<file path="src/rtl/dmem_store_buffer.sv">
// rtl/dmem_store_buffer.sv - posted-write store buffer with byte-wise store-to-load forwarding
// Optional STORE_BUF_COALESCE_EN: a store to the youngest entry's word merges into that entry.
module dmem_store_buffer #(
  parameter int XLEN  = 32,
  parameter int DEPTH = 4,
  parameter int CNT_W = $clog2(DEPTH) + 1
) (
  input  logic             clk,
  input  logic             rst,
  input  logic [XLEN-1:0]  core_addr,
  input  logic [31:0]      core_wdata,
  input  logic [3:0]       core_wstrb,
  input  logic             core_we,
  input  logic             core_re,
  output logic [31:0]      core_rdata,
  output logic [XLEN-1:0]  mem_raddr,
  input  logic [31:0]      mem_rdata,
  output logic             mem_wvalid,
  input  logic             mem_wready,
  output logic [XLEN-1:0]  mem_waddr,
  output logic [31:0]      mem_wdata,
  output logic [3:0]       mem_wstrb,
  output logic [CNT_W-1:0] buf_count,
  output logic             buf_empty,
  output logic             buf_full,
  output logic             overflow
);

  localparam int PTR_W = $clog2(DEPTH);
  localparam int AW    = XLEN - 2;

  logic [AW-1:0]    addr_q [DEPTH];
  logic [AW-1:0]    addr_d [DEPTH];
  logic [31:0]      data_q [DEPTH];
  logic [31:0]      data_d [DEPTH];
  logic [3:0]       strb_q [DEPTH];
  logic [3:0]       strb_d [DEPTH];
  logic [PTR_W-1:0] head_q, head_d;
  logic [PTR_W-1:0] tail_q, tail_d;
  logic [CNT_W-1:0] count_q, count_d;
  logic             overflow_q, overflow_d;

  logic             do_push;
  logic             do_pop;
  logic             do_merge;
  logic             do_alloc;
  logic             unused_addr_lsb;

  assign unused_addr_lsb = ^core_addr[1:0];

  assign buf_count  = count_q;
  assign buf_empty  = (count_q == '0);
  assign buf_full   = (count_q == CNT_W'(DEPTH));
  assign overflow   = overflow_q;

  assign mem_wvalid = !buf_empty;
  assign mem_waddr  = {addr_q[head_q], 2'b00};
  assign mem_wdata  = data_q[head_q];
  assign mem_wstrb  = strb_q[head_q];
  assign mem_raddr  = {core_addr[XLEN-1:2], 2'b00};

  assign do_push = core_we && (core_wstrb != 4'b0000);
  assign do_pop  = mem_wvalid && mem_wready;

`ifdef STORE_BUF_COALESCE_EN
  logic [PTR_W-1:0] yidx;
  assign yidx = tail_q - PTR_W'(1);
  // A lone head that is draining this cycle cannot absorb the store: memory takes its old bytes.
  assign do_merge = do_push && !buf_empty &&
                    (addr_q[yidx] == core_addr[XLEN-1:2]) &&
                    !(do_pop && (count_q == CNT_W'(1)));
`else
  assign do_merge = 1'b0;
`endif

  // A full buffer still accepts a store when the head leaves in the same cycle.
  assign do_alloc = do_push && !do_merge && (!buf_full || do_pop);

  always_comb begin
    addr_d     = addr_q;
    data_d     = data_q;
    strb_d     = strb_q;
    head_d     = head_q;
    tail_d     = tail_q;
    overflow_d = overflow_q;

    if (do_pop) begin
      head_d = head_q + PTR_W'(1);
    end

`ifdef STORE_BUF_COALESCE_EN
    if (do_merge) begin
      for (int b = 0; b < 4; b++) begin
        if (core_wstrb[b]) begin
          data_d[yidx][8*b +: 8] = core_wdata[8*b +: 8];
        end
      end
      strb_d[yidx] = strb_q[yidx] | core_wstrb;
    end
`endif

    if (do_alloc) begin
      addr_d[tail_q] = core_addr[XLEN-1:2];
      data_d[tail_q] = core_wdata;
      strb_d[tail_q] = core_wstrb;
      tail_d         = tail_q + PTR_W'(1);
    end

    if (do_push && !do_merge && buf_full && !do_pop) begin
      overflow_d = 1'b1;
    end

    count_d = count_q + CNT_W'(do_alloc) - CNT_W'(do_pop);
  end

  always_ff @(posedge clk) begin
    if (rst) begin
      head_q     <= '0;
      tail_q     <= '0;
      count_q    <= '0;
      overflow_q <= 1'b0;
    end else begin
      head_q     <= head_d;
      tail_q     <= tail_d;
      count_q    <= count_d;
      overflow_q <= overflow_d;
    end
  end

  always_ff @(posedge clk) begin
    addr_q <= addr_d;
    data_q <= data_d;
    strb_q <= strb_d;
  end

  // Walk oldest to youngest so later matches override earlier ones per lane.
  always_comb begin
    logic [PTR_W-1:0] idx;
    idx        = head_q;
    core_rdata = mem_rdata;
    if (core_re) begin
      for (int i = 0; i < DEPTH; i++) begin
        idx = head_q + PTR_W'(i);
        if ((CNT_W'(i) < count_q) && (addr_q[idx] == core_addr[XLEN-1:2])) begin
          for (int b = 0; b < 4; b++) begin
            if (strb_q[idx][b]) begin
              core_rdata[8*b +: 8] = data_q[idx][8*b +: 8];
            end
          end
        end
      end
    end
  end

endmodule

</file>
<file path="config.mk">
export PLATFORM = sky130hd
export DESIGN_NAME = dmem_store_buffer
export DESIGN_NICKNAME = d
export VERILOG_FILES = /design/src/rtl/dmem_store_buffer.sv
export SDC_FILE = /design/constraint.sdc
export NUM_CORES = 1
export LEC_CHECK = 0
export CELL_PAD_IN_SITES_DETAIL_PLACEMENT = 1
export CELL_PAD_IN_SITES_GLOBAL_PLACEMENT = 1
export CORE_AREA = 2 2 197 199
export DETAILED_ROUTE_END_ITERATION = 10
export DIE_AREA = 0 0 199 201
export GPL_TIMING_DRIVEN = 0
export PLACE_DENSITY_LB_ADDON = 0.1
export SLEW_MARGIN = 20
export SYNTH_ARGS = -nofsm -noshare
export SYNTH_HDL_FRONTEND = slang
export SYNTH_SLANG_ARGS = --single-unit
</file>
<file path="constraint.sdc">
create_clock -name clk -period 13.45 [get_ports clk]
set_clock_uncertainty 0.05 [all_clocks]
set_input_delay 2.69 -clock clk [delete_from_list [all_inputs] [get_ports clk]]
set_output_delay 2.69 -clock clk [all_outputs]
set_load 0.02 [all_outputs]
</file>
# Word-level counts from Yosys, hierarchy flattened
# Cells that the tools add are included.
[totals]
regBits = 272
latchBits = 0
mem_bits_rw = 0
rom_bits = 0
inputBits = 105
elab_cells = 124
n_memories = 0
[classes]
addsub = 6
multipliers = 0
n_div = 0
order_cmp = 10
eq_ne = 5
n_shift = 0
n_mux = 66
bitwise_logic = 5
n_reduce_logical = 16
[op_table]
columns = ["op", "count"]
rows = [
  ["32-bit 2-to-1 mux", 14],
  ["30-bit 2-to-1 mux", 9],
  ["32-bit binary-select mux with 2-bit select", 4],
  ["30-bit binary-select mux with 2-bit select", 4],
  ["128-bit bitwise mux", 1],
  ["8-bit 2-to-1 mux", 16],
  ["120-bit bitwise mux", 1],
  ["30-bit equality test", 4],
  ["32-bit demux with 2-bit select", 1],
  ["30-bit demux with 2-bit select", 1],
  ["4-bit 2-to-1 mux", 9],
  ["4-bit binary-select mux with 2-bit select", 4],
  ["16-bit bitwise mux", 1],
  ["3-bit greater-or-equal comparator (second input constant)", 5],
  ["2-bit inverter with 3-bit output", 5],
  ["1-bit logical AND", 10],
  ["4-bit demux with 2-bit select", 1],
  ["1-bit by 3-bit less-than comparator with 1-bit output (first input constant)", 2],
  ["2-bit by 3-bit less-than comparator with 1-bit output (first input constant)", 2],
  ["2-bit by 1-bit adder with 2-bit output (second input constant)", 2],
  ["2-bit adder (second input constant)", 2],
  ["4-bit nonzero test", 1],
  ["3-bit by 1-bit adder with 3-bit output", 1],
  ["3-bit equality test (second input constant)", 1],
  ["5 further kinds", 7],
]

# Depth between registers and ports, before layout
# Gate-level depths: netlist of run 1.
[logic_depth]
word_depth = 14
mapped_depth = 15

# Least setup slack after synthesis of run 1
# Ideal clock, no wire load.
[synth_timing]
kind = "input to output"
from = "input core_addr[30]"
to = "output core_rdata[10]"
arrival_ps = 5400
required_ps = 10710
path_slack_ps = 5310
cell_stages = 10
cell_sequence = "clkbuf_1 > nand2b_1 > o22ai_1 > a211o_1 > or4b_1 > buf_6 > nor4_4 > mux2_1 > and3_1 > o31a_1"
[synth_between]
elab_chain_len = 10
elab_cells_between_ends = 16
classes_between = "eq/ne (4); mux (8); reduce/logical (4)"
[synth_lines]
columns = ["item", "line", "source"]
rows = [
  ["from (decl)", "10", "input logic [XLEN-1:0] core_addr,"],
  ["30-bit equality test", "144", "if ((CNT_W'(i) < count_q) && (addr_q[idx] == core_addr[XLEN-1:2])) begin"],
  ["1-bit logical AND", "144", ""],
  ["32-bit 2-to-1 mux", "144", ""],
  ["8-bit 2-to-1 mux", "146", "if (strb_q[idx][b]) begin"],
  ["32-bit 2-to-1 mux", "144", ""],
  ["8-bit 2-to-1 mux", "146", ""],
  ["32-bit 2-to-1 mux", "144", ""],
  ["8-bit 2-to-1 mux", "146", ""],
  ["32-bit 2-to-1 mux *", "144", ""],
  ["32-bit 2-to-1 mux *", "141", "if (core_re) begin"],
  ["to (decl)", "15", "output logic [31:0] core_rdata,"],
]
# Every way passes the cells marked *; elsewhere a longest branch is shown, timed or not.

# Worst setup path in the final report of run 1
[layout_timing]
from = "input core_addr[17]"
to = "output core_rdata[25]"
# Same word-level chain as after synthesis.

==> metrics.md, run 1 <==
| Metric | Value |
|---|---|
| Mapped Cells | 1500 |
| Rel. slew slack | slightly below 20% |
| Sink Count | around 270 |
| Dpl cell area | around 21000 µm² |
| Synthesized area | ~18000 µm² |
| Max Cap Violations | 0 |
| Final worst slack | 3290 ps |
| Final Non-Filler Cells | roughly 2300 |
| Largest family of logic cells by synthesized area | multiplexers |
| Category of the most critical setup path | primary input to output pin |
| Final Hold Vio Count | 0 |
| Setup TNS | 0 ps |
| Pre-CTS WS | roughly 3500 ps |
| Seq/Total Area, Yosys | between 40% and 50% |
| CP cell instances | clkdlybuf4s50_1 > buf_1 > xnor2_1 > or4_1 > a2111oi_4 > nand4b_1 > nand4b_1 > a211oi_1 > o31a_1 > clkdlybuf4s50_1 |
| Mapped Avg Cell Area | 12.2 µm² |
| Vias in the first global route | ~16000 |
| Worst Max-Slew Pin Slew | 1210 ps |
| I/O pin total | between 200 and 250 |
| Switch share | approximately two fifths |
| CP Data Arrival Time | roughly 7400 ps |
| Initial drt markers | ~1500 |
| Layout cells sized above 1 | a little under a fifth |
| Final RePlAce weighted congestion | slightly above 0.9 |
| Worst Setup Start Kind | primary input |
| Crit Path Max Fanout | 9 |
| Met1 GRT Util | between 40% and 50% |
| Routed len/inst | between 20 and 30 µm |
| Post-CTS sizing | 0 |
| Reg power frac | 27.3% |
| Final setup viols | 0 |
| Post-Synth Adder-Cell Area | 0.658% |
| Vias per inst | 6.47 |
| Pin count of the biggest net entering global routing | 40 |
| Power per cell area | between 150 and 200 nW/µm² |
| Part of the power in the clock network | 24.6% |
| Tot Pwr | between 3 and 4 mW |
| RSZ-0062 raised after global routing | false |
| Post-synth EDFFs | around 260 |
| Maximum root-to-sink buffer count | 3 |
| Row cnt | just over 70 |
| Flops & latches, synth | ~270 |
| Multiplexer share of the synthesized area | about a quarter |
| Reg2Reg Capture Point | head_q[1] |
| Final hold slack | roughly 440 ps |
| Worst-path clk slew | around 50 ps |
| Die W | between 150 and 200 µm |
| Via count | about 15000 |
| Status | complete, no violations |
| Post-route cell area | 22500 µm² |
| Worst Setup End Kind | output pin |
| Fmax | slightly below 0.1 GHz |
| First-pass GRT wire length | roughly 100 mm |
| Post-synthesis compound-gate area fraction | a little over a tenth |
| DR pass1 iterations | 6 |
| Slew Limit Fails | 0 |
| Initial antenna violation count | 2 |
| Data required, critical path | between 10000 and 15000 ps |
| Most Crowded Layer GR | met2 |
| Worst vdd ir | between 100 and 150 µV |
| Placed instance count | between 2000 and 2500 |
| Xor/xnor share of the synthesized area | 5.52% |
| Total global routing overflow | 0 |
| Hold_buf cts | 0 |
| Clk_lat worst skew | 530 ps |
| Post-synth ARST share | 0% |
| Global Route Usage Sum | around 34% |
| DRC viols | 0 |
| R2R setup slack | between 9000 and 10000 ps |
| Slowest stage delay, CP | roughly 690 ps |
| Die footprint | 40000 µm² |
| Layout Nets | 1892 |
| FF-to-FF Start | head_q[0] |
| Slowest stage cell, crit path | a2111oi_4 |
| H-tree depth | 2 |
| Num CTS Buffers | 34 |
| Die height | 201 µm |
| Post-DRT Antenna Nets | 0 |
| Met3 Use GR | ~7.9% |
| Layout area overhead | 23.3% |
| Synth Flop Type | edfxtp_1 |
| Critical path capture point | core_rdata[25] |
| M2 GR Usage | roughly half |
| Worst hold path class | flip-flop to flip-flop |
| Core area | roughly 38000 µm² |
| Initial core utilization | a little under half |
| Number of port buffers | approximately 240 |
| Count of different cell masters after synthesis | 71 |
| Final Util | roughly three fifths |
| Post-Synth Simple-Gate Area | between 8 and 9% |
| HPWL Detailed | just under 50 mm |
| R2r worst-path depth | 13 |
| Static Leak | about 7.4 nW |
| CTS tree | built |
| Final wirelength | roughly 68 mm |
| Logic gate share of total power | between 40% and 50% |
| Postcts setup bufs | 0 |
| Int Power | 2.35 mW |
| Fin crit share | between 70% and 80% |
| NetSw | approximately 1.5 mW |
| CP startpoint | core_addr[17] |
| Synthesis Warnings | 0 |
| CTS root buffer | clkbuf_16 |
| Post-layout minimum cycle time | about 10000 ps |
-- sequential cells by signal, indices dropped and copies added, names as in the netlist --
name,flops
tail_q,2
buf_count,3
strb_q,16
addr_q,120
head_q,2
data_q,128
overflow,1
-- critical path, delay by kind of cell --
| family | cells | cell delay (ps) |
|---|---|---|
| AOI/OAI and AO/OA | 3 | 1140 |
| xor gates and xnor gates | 1 | 150 |
| buffers and inverters | 3 | 1560 |
| and+or+nand+nor | 3 | 1860 |
-- worst min-delay path by stage --
stage          slack [ps]         to  cells past startpoint      start
2_1_floorplan         460  tail_q[1]                      2  tail_q[1]
3_3_place_gp          410   overflow                      2   overflow
3_5_place_dp          430   overflow                      2   overflow
4_1_cts               450   overflow                      2   overflow
5_1_grt               480   overflow                      2   overflow
6_report              440   overflow                      2   overflow
-- cells by family after synthesis --
group | after synthesis
DFF | 272
xor gates and xnor gates | 115
muxes | 328
AOI/OAI and AO/OA | 291
buffers and inverters | 167
other | 1
and+or+nand+nor | 317
adders and majority gates | 9
-- routing by layer --
metal / up-vias / part of all wire [%]
met5: - / 0
met2: 909 / 45
li1: 6329 / -
met1: 7668 / 41
met4: 0 / 2.8
met3: 133 / 11
-- power by group through the flow --
| stage | clock [mW] | sequential (mW) | combinational (mW) |
|---|---|---|---|
| floorplan | 0 | 1.06 | 1.15 |
| global placement | 0 | 1.07 | 1.78 |
| detailed placement | 0 | 1.07 | 1.81 |
| CTS | 0.950 | 1.05 | 1.83 |
| global route | 0.981 | 1.06 | 1.94 |
| finish | 0.948 | 1.05 | 1.85 |
-- synth_stat cells (6+ instances only) --
cell	count	area share (%)
edfxtp_1	264	43
nor2_1	154	3.2
mux2i_1	149	8.2
a21oi_1	100	2.7
mux4_2	95	12
xnor2_1	88	4.2
o21ai_0	73	2.0
mux2_2	70	4.3
nand2_1	52	1.1
buf_4	45	1.9
clkbuf_1	38	0.78
inv_1	31	0.64
a211oi_1	30	1.2
buf_2	29	0.80
o31a_1	29	1.4
xor2_1	27	1.3
and3_1	17	0.58
mux2_1	14	0.86
nand4_1	14	0.48
buf_1	13	0.27
nor3_1	10	0.27
nand3_1	9	0.25
dfxtp_1	8	0.88
ha_1	8	0.55
nand4b_1	8	0.38
and2_1	7	0.24
buf_6	6	0.37
or3_1	6	0.21
-- layout make-up --
cell class	count	area, µm²
Antenna cell	2	5.00
Clock inverter	17	199
Inverter	31	116
Multi-Input combinational cell	1064	9250
Timing Repair Buffer	239	2450
Clock buffer	44	930
Tap cell	518	648
Buffer	136	822
Fill cell	3893	15600
Sequential cell	272	8090
-- cell usage in the layout, fill, tap and decap left out, drive strengths merged, types with 5 or more instances in the layout --
master,n
o21ai,73
clkdlybuf4s50,235
or4,5
a41oi,5
a21oi,100
nand4b,8
xnor2,88
and2,7
nand3,9
and3,17
nand2,52
mux4,95
a31oi,5
mux2,84
clkbuf,83
nand4,15
mux2i,149
or3,6
o31a,29
inv,32
edfxtp,264
dfxtp,8
xor2,27
clkinv,8
nor4,12
nor2,154
o2bb2ai,5
buf,101
o221ai,6
a211oi,30
nor3,14
ha,8
(Power assumes the default switching activity.)
==> inputs of run 2 (changes only) <==
CORE_AREA = 2 2 214 216   (was 2 2 197 199)
DIE_AREA = 0 0 216 218   (was 0 0 199 201)
clock period = 8.5 ns   (was 13.45 ns; I/O delays follow)
==> run 2 against run 1 <==
  * Combinational power rose by 59%
  * Core utilization shrank 8.8 points
  * Via count decreased by 1.3%
  * Count of clock-buffer cells in the layout is 1 higher
  * Non-clock buffer count unchanged
  * Global-route usage decreased by 4.9 points
  * Register-to-register slack worse by 4900 ps
  * Highest routed layer is now met5
  * Sequential cell count unchanged
  * Die area rose by 18%
  * Cell area rose by 0.17%
  * Critical path type is now flip-flop to output pin
  * Critical path depth rose by 3
  * Largest cell class unchanged
  * Critical endpoint is now core_rdata[26]
==> metrics.md, run 2 (same netlist as run 1, synthesis figures left out) <==
| Metric | Value |
|---|---|
| Category of the most critical setup path | flip-flop to output pin |
| Status | complete, no violations |
| Pin count of the biggest net entering global routing | 40 (unchanged) |
| Core area | 44900 µm² (+18%) |
| Final wirelength | 69.7 mm (+2.1%) |
| Dpl cell area | 21500 µm² (+0.48%) |
| Total global routing overflow | 0 (unchanged) |
| RSZ-0062 raised after global routing | false |
| Vias per inst | 6.18 (-4.5%) |
| Row cnt | 78 (+8.3%) |
| Worst hold path class | flip-flop to flip-flop |
| Crit Path Max Fanout | 10 (+1) |
| Tot Pwr | 6.01 mW (+56%) |
| CTS root buffer | clkbuf_16 |
| Slowest stage cell, crit path | clkbuf_1 |
| Layout Nets | 1892 (unchanged) |
| Clk_lat worst skew | 540 ps (about the same) |
| Placed instance count | 2342 (+3.6%) |
| I/O pin total | 244 (unchanged) |
| Slew Limit Fails | 0 (unchanged) |
| Power per cell area | 267 nW/µm² (+56%) |
| Die footprint | 47100 µm² (+18%) |
| CP delay by family, top | simple AND/OR/NAND/NOR gates |
| Final worst slack | 160 ps (-3130 ps) |
| Die height | 218 µm (+8.5%) |
| Commonest cells after routing, fill and taps aside | edfxtp_1 (264), clkdlybuf4s50_1 (235), nor2_1 (154), mux2i_1 (149), a21oi_1 (100) |
| Post-DRT Antenna Nets | 0 (unchanged) |
| Number of port buffers | 235 (unchanged) |
| CTS tree | built |
| Worst vdd ir | 167 µV (+54%) |
| Post-route cell area | 22500 µm² (+0.17%) |
| Max Cap Violations | 0 (unchanged) |
| DRC viols | 0 (unchanged) |
| Routed len/inst | 29.0 µm (-1.2%) |
| CP Data Arrival Time | 6590 ps (-830 ps) |
| Static Leak | 7.40 nW (-0.27%) |
| Max FFs per register | 128 (unchanged) |
| Final RePlAce weighted congestion | 0.931 (+0.58%) |
| Via count | 14800 (-1.3%) |
| Num CTS Buffers | 34 (unchanged) |
| Worst-path clk slew | 60 ps (about the same) |
| Setup TNS | 0 ps (unchanged) |
| Postcts setup bufs | 0 (unchanged) |
| Top reg by flops | data_q |
| Final Hold Vio Count | 0 (unchanged) |
| CP Buf/Inv Count | 5 (+2) |
| HP Start | overflow |
| Antenna fix cells | 0 (-2) |
| Commonest non-fill, non-tap cell in the layout | edfxtp_1 |
| FILL cells | 4727 (+21%) |
| CP cell instances | buf_4 > buf_4 > buf_2 > clkbuf_1 > mux4_2 > xnor2_1 > nand4_1 > nor2_1 > nand4b_1 > nand4b_1 > a211oi_1 > o31a_1 > clkdlybuf4s50_1 |
| FF-to-FF Start | head_q[0] |
| Initial core utilization | 40.7% (-7.2 points) |
| DR pass1 iterations | 5 (-1) |
| Worst Setup End Kind | output pin |
| Final Non-Filler Cells | 2401 (+3.4%) |
| Initial drt markers | 1498 (+0.94%) |
| Vias in the first global route | 15300 (-2.2%) |
| Data required, critical path | 6750 ps (-3960 ps) |
| Die W | 216 µm (+8.5%) |
| CP startpoint | head_q[1] |
| Worst Setup Start Kind | flip-flop |
| Worst Max-Slew Pin Slew | 1100 ps (-107 ps) |
| Final setup viols | 0 (unchanged) |
| Fmax | about 0.12 GHz |
| Sink Count | 272 (unchanged) |
| Pre-CTS WS | 383 ps (-3070 ps) |
| Layout cells sized above 1 | 18.0% (-0.26 points) |
| HPWL Detailed | 50.5 mm (+4.1%) |
| First-pass GRT wire length | 101 mm (+0.51%) |
| Global Route Usage Sum | 29.3% (-4.9 points) |
| Regs by FF count | data_q x128, addr_q x120, strb_q x16 |
| Slowest stage delay, CP | 680 ps (about the same) |
| Layout area overhead | 23.5% |
| Post-CTS sizing | 1 (+1) |
| H-tree depth | 2 (unchanged) |
| Post-layout minimum cycle time | approximately 8300 ps |
| Fin crit share | between 90 and 100% |
| Rel. slew slack | 26.6% (+7.2 points) |
| Initial antenna violation count | 3 (+1) |
| Hold_buf cts | 0 (unchanged) |
| Maximum root-to-sink buffer count | 3 (unchanged) |
[run 2: worst paths after layout]
| path | cells past startpoint | end | slack (ps) |
|---|---|---|---|
| worst min-delay path | 2 | overflow | 440 |
| worst min register to register | 2 | overflow | 440 |
| worst max-delay path | 13 | core_rdata[26] | 160 |
| worst max register to register | 13 | head_q[1] | 4350 |
[run 2: metrics by stage]
stage	hold slack (ps)	utilization, %
finish	437	50.2
global route	470	50.2
CTS	446	50.2
detailed placement	430	47.8
global placement	405	47.6
floorplan	464	-
[run 2: final cells by class]
class | count | area [µm²] | share of cell area, %
buffer | 136 | 822 | 3.65
clock buffer | 45 | 976 | 4.33
clock inverter | 14 | 87.6 | 0.389
inverter | 31 | 116 | 0.516
multi-input combinational | 1064 | 9250 | 41.1
sequential | 272 | 8090 | 35.9
tap | 600 | 751 | 3.33
timing repair buffer | 239 | 2450 | 10.9
[run 2: report_power, final]
part           switching, mW  total [mW]  leakage, nW  internal [mW]
combinational           1.71        2.95         4.39           1.23
clock                  0.571        1.40        0.520          0.832
sequential            0.0698        1.66         2.48           1.59
total                   2.35        6.01         7.40           3.66
[run 2: worst reg2reg max path, stage by stage, from the launching register on]
cell and delay [ps]:
dfxtp_1 320, buf_6 180, buf_12 170, buf_6 240
buf_4 330, buf_4 300, buf_2 420, buf_2 450
buf_2 420, buf_4 340, buf_2 450, nand2_1 130
xnor2_1 150, nor2_1 60
[run 2: metal layers]
layer | wire [µm] | track usage, %
met1 | 30200 | 41.4
met4 | 1860 | 8.58
met3 | 5730 | 5.22
met2 | 31900 | 46.1
met5 | 32 | 0
==> inputs of run 3 (changes only) <==
CORE_AREA = 2 2 246 248   (was 2 2 214 216)
DIE_AREA = 0 0 248 250   (was 0 0 216 218)
==> run 3 against run 2 <==
  * Power increased by 3.1%
  * Critical path depth increased by 2
  * Critical endpoint is now core_rdata[24]
  * Global-route usage decreased by 5.2 points
  * First-iteration DRC count decreased by 21%
  * Sequential cell count unchanged
  * Final cell count increased by 8.0%
  * Worst setup slack got worse by 13 ps
  * Core utilization decreased by 12 points
  * Register-to-register slack got worse by 100 ps
  * Sequential power about the same
  * Hold slack got worse by 7.1 ps
==> metrics.md, run 3 (same netlist as run 1, synthesis figures left out) <==
| Metric | Value |
|---|---|
| Part of the power in the clock network | 25.1% (+1.8 points) |
| Crit Path Max Fanout | 10 (unchanged) |
| Data required, critical path | 6750 ps (about the same) |
| Layout area overhead | 25.8% |
| Rel. slew slack | 21.6% (-5.0 points) |
| Layout Nets | 1896 (+0.21%) |
| Fmax | 0.120 GHz (-0.16%) |
| Initial antenna violation count | 2 (-1) |
| Fin crit share | 98.3% (+0.15 points) |
| Setup TNS | 0 ps (unchanged) |
| Status | complete, no violations |
| CP Data Arrival Time | 6600 ps (about the same) |
| Slew Limit Fails | 0 (unchanged) |
| Slowest stage delay, CP | 840 ps (+160 ps) |
| Reg power frac | 26.8% (-0.9 points) |
| Power per cell area | 270 nW/µm² (+1.2%) |
| Initial core utilization | 30.6% (-10 points) |
| Routed len/inst | 28.9 µm (-0.53%) |
| DRC viols | 0 (unchanged) |
| RSZ-0062 raised after global routing | false |
| Maximum root-to-sink buffer count | 3 (unchanged) |
| Post-layout minimum cycle time | 8350 ps (+12.9 ps) |
| Final Hold Vio Count | 0 (unchanged) |
| Slowest stage cell, crit path | nor3_2 |
| Commonest non-fill, non-tap cell in the layout | edfxtp_1 |
| CP delay by family, top | buffers and inverters |
| Worst Max-Slew Pin Slew | 1170 ps (+66.1 ps) |
| Worst hold path class | flip-flop to flip-flop |
| Vias per inst | 5.58 (-9.7%) |
| Global Route Usage Sum | 24.0% (-5.2 points) |
| Top reg by flops | data_q |
| Core area | 59600 µm² (+33%) |
| Final Util | 38.5% (-12 points) |
| Max Cap Violations | 0 (unchanged) |
| Post-DRT Antenna Nets | 0 (unchanged) |
| Category of the most critical setup path | flip-flop to output pin |
| Worst Setup Start Kind | flip-flop |
| Row cnt | 90 (+15%) |
| Vias in the first global route | 15000 (-1.6%) |
| CTS root buffer | clkbuf_16 |
| CP cell instances | buf_6 > buf_12 > buf_6 > buf_4 > buf_4 > buf_1 > mux4_2 > xnor2_1 > nand4_1 > nor4_2 > nand4_2 > nor3_2 > a21oi_1 > o31a_1 > clkdlybuf4s50_1 |
| Int Power | 3.78 mW (+3.4%) |
| Die W | 248 µm (+15%) |
| I/O pin total | 244 (unchanged) |
| Worst vdd ir | 122 µV (-27%) |
| Placed instance count | 2526 (+7.9%) |
| Total global routing overflow | 0 (unchanged) |
| Final RePlAce weighted congestion | 0.911 (-2.1%) |
| HPWL Detailed | 55.1 mm (+9.2%) |
| Via count | 14500 (-2.6%) |
| CTS tree | built |
| Die height | 250 µm (+15%) |
| First-pass GRT wire length | 108 mm (+6.9%) |
| CP Buf/Inv Count | 7 (+2) |
| Commonest cells after routing, fill and taps aside | edfxtp_1 (264), clkdlybuf4s50_1 (235), nor2_1 (153), mux2i_1 (149), a21oi_1 (100) |
| H-tree depth | 2 (unchanged) |
| Regs by FF count | data_q x128, addr_q x120, strb_q x16 |
| Layout cells sized above 1 | 18.5% (+0.48 points) |
| Logic gate share of total power | 48.1% (-0.9 points) |
| Number of port buffers | 235 (unchanged) |
| Worst Setup End Kind | output pin |
| Static Leak | 7.49 nW (+1.2%) |
| Final Non-Filler Cells | 2592 (+8.0%) |
| Final setup viols | 0 (unchanged) |
| DR pass1 iterations | 7 (+2) |
| Initial drt markers | 1176 (-21%) |
| Worst-path clk slew | 60 ps (about the same) |
| Sink Count | 272 (unchanged) |
| Tot Pwr | 6.20 mW (+3.1%) |
| Num CTS Buffers | 35 (+2.9%) |
| Final wirelength | 74.9 mm (+7.4%) |
| Max FFs per register | 128 (unchanged) |
| Switch share | 39.0% (-0.19 points) |
| FILL cells | 6334 (+34%) |
| Pin count of the biggest net entering global routing | 39 (-2.5%) |
| Clk_lat worst skew | 550 ps (about the same) |
| Die footprint | 62000 µm² (+32%) |
| NetSw | 2.42 mW (+2.6%) |
-- run 3: layout make-up --
| cell class | count | area (µm²) | area share (%) |
|---|---|---|---|
| Clock inverter | 14 | 195 | 0.850 |
| Clock buffer | 49 | 981 | 4.27 |
| Timing Repair Buffer | 242 | 2500 | 10.9 |
| Multi-Input combinational cell | 1064 | 9280 | 40.4 |
| Sequential cell | 272 | 8090 | 35.2 |
| Inverter | 31 | 116 | 0.507 |
| Antenna cell | 2 | 5.00 | 0.0218 |
| Buffer | 136 | 822 | 3.58 |
| Tap cell | 782 | 978 | 4.26 |
-- run 3: worst min-delay path, stage by stage, from the launching register on --
cell and delay [ps]:
dfxtp_1 330, a31oi_1 50, nor2_1 70
-- run 3: power groups by stage --
stage	logic [mW]	clock network (mW)	registers, mW
2_1_floorplan	1.82	0	1.67
3_3_place_gp	2.94	0	1.70
3_5_place_dp	2.97	0	1.69
4_1_cts	2.99	1.59	1.66
5_1_grt	3.14	1.63	1.67
6_report	2.98	1.56	1.66
-- run 3: worst paths after layout --
kind,startpoint,endpoint,slack [ps],cells after the start
max,head_q[0],core_rdata[24],150,15
max reg2reg,head_q[0],head_q[1],4250,13
min,overflow,overflow,430,2
min reg2reg,overflow,overflow,430,2
-- run 3: metrics by stage --
step           instance area [µm²]  hold slack [ps]  setup slack (ps)
3_3_place_gp                 21600              412               123
6_report                     23000              430               147
5_1_grt                      23000              481              21.2
2_1_floorplan                18300              464              2340
3_5_place_dp                 21800              422               135
4_1_cts                      23000              437               145
-- run 3: metal layers --
| metal | GRT usage [%] | vias up | share of wire (%) |
|---|---|---|---|
| met5 | 0 | - | 0 |
| met4 | 6.30 | 0 | 2.1 |
| met3 | 3.24 | 88 | 5.1 |
| met2 | 37.4 | 459 | 46 |
| met1 | 35.0 | 7583 | 47 |
| li1 | - | 6338 | - |
-- run 3: timing repair --
action / 4_1_cts / 5_1_grt
gates resized for setup: 4 / 0
hold buffers: 0 / 0
setup endpoints to repair: 32 / 0
buffers inserted: 1 / 0
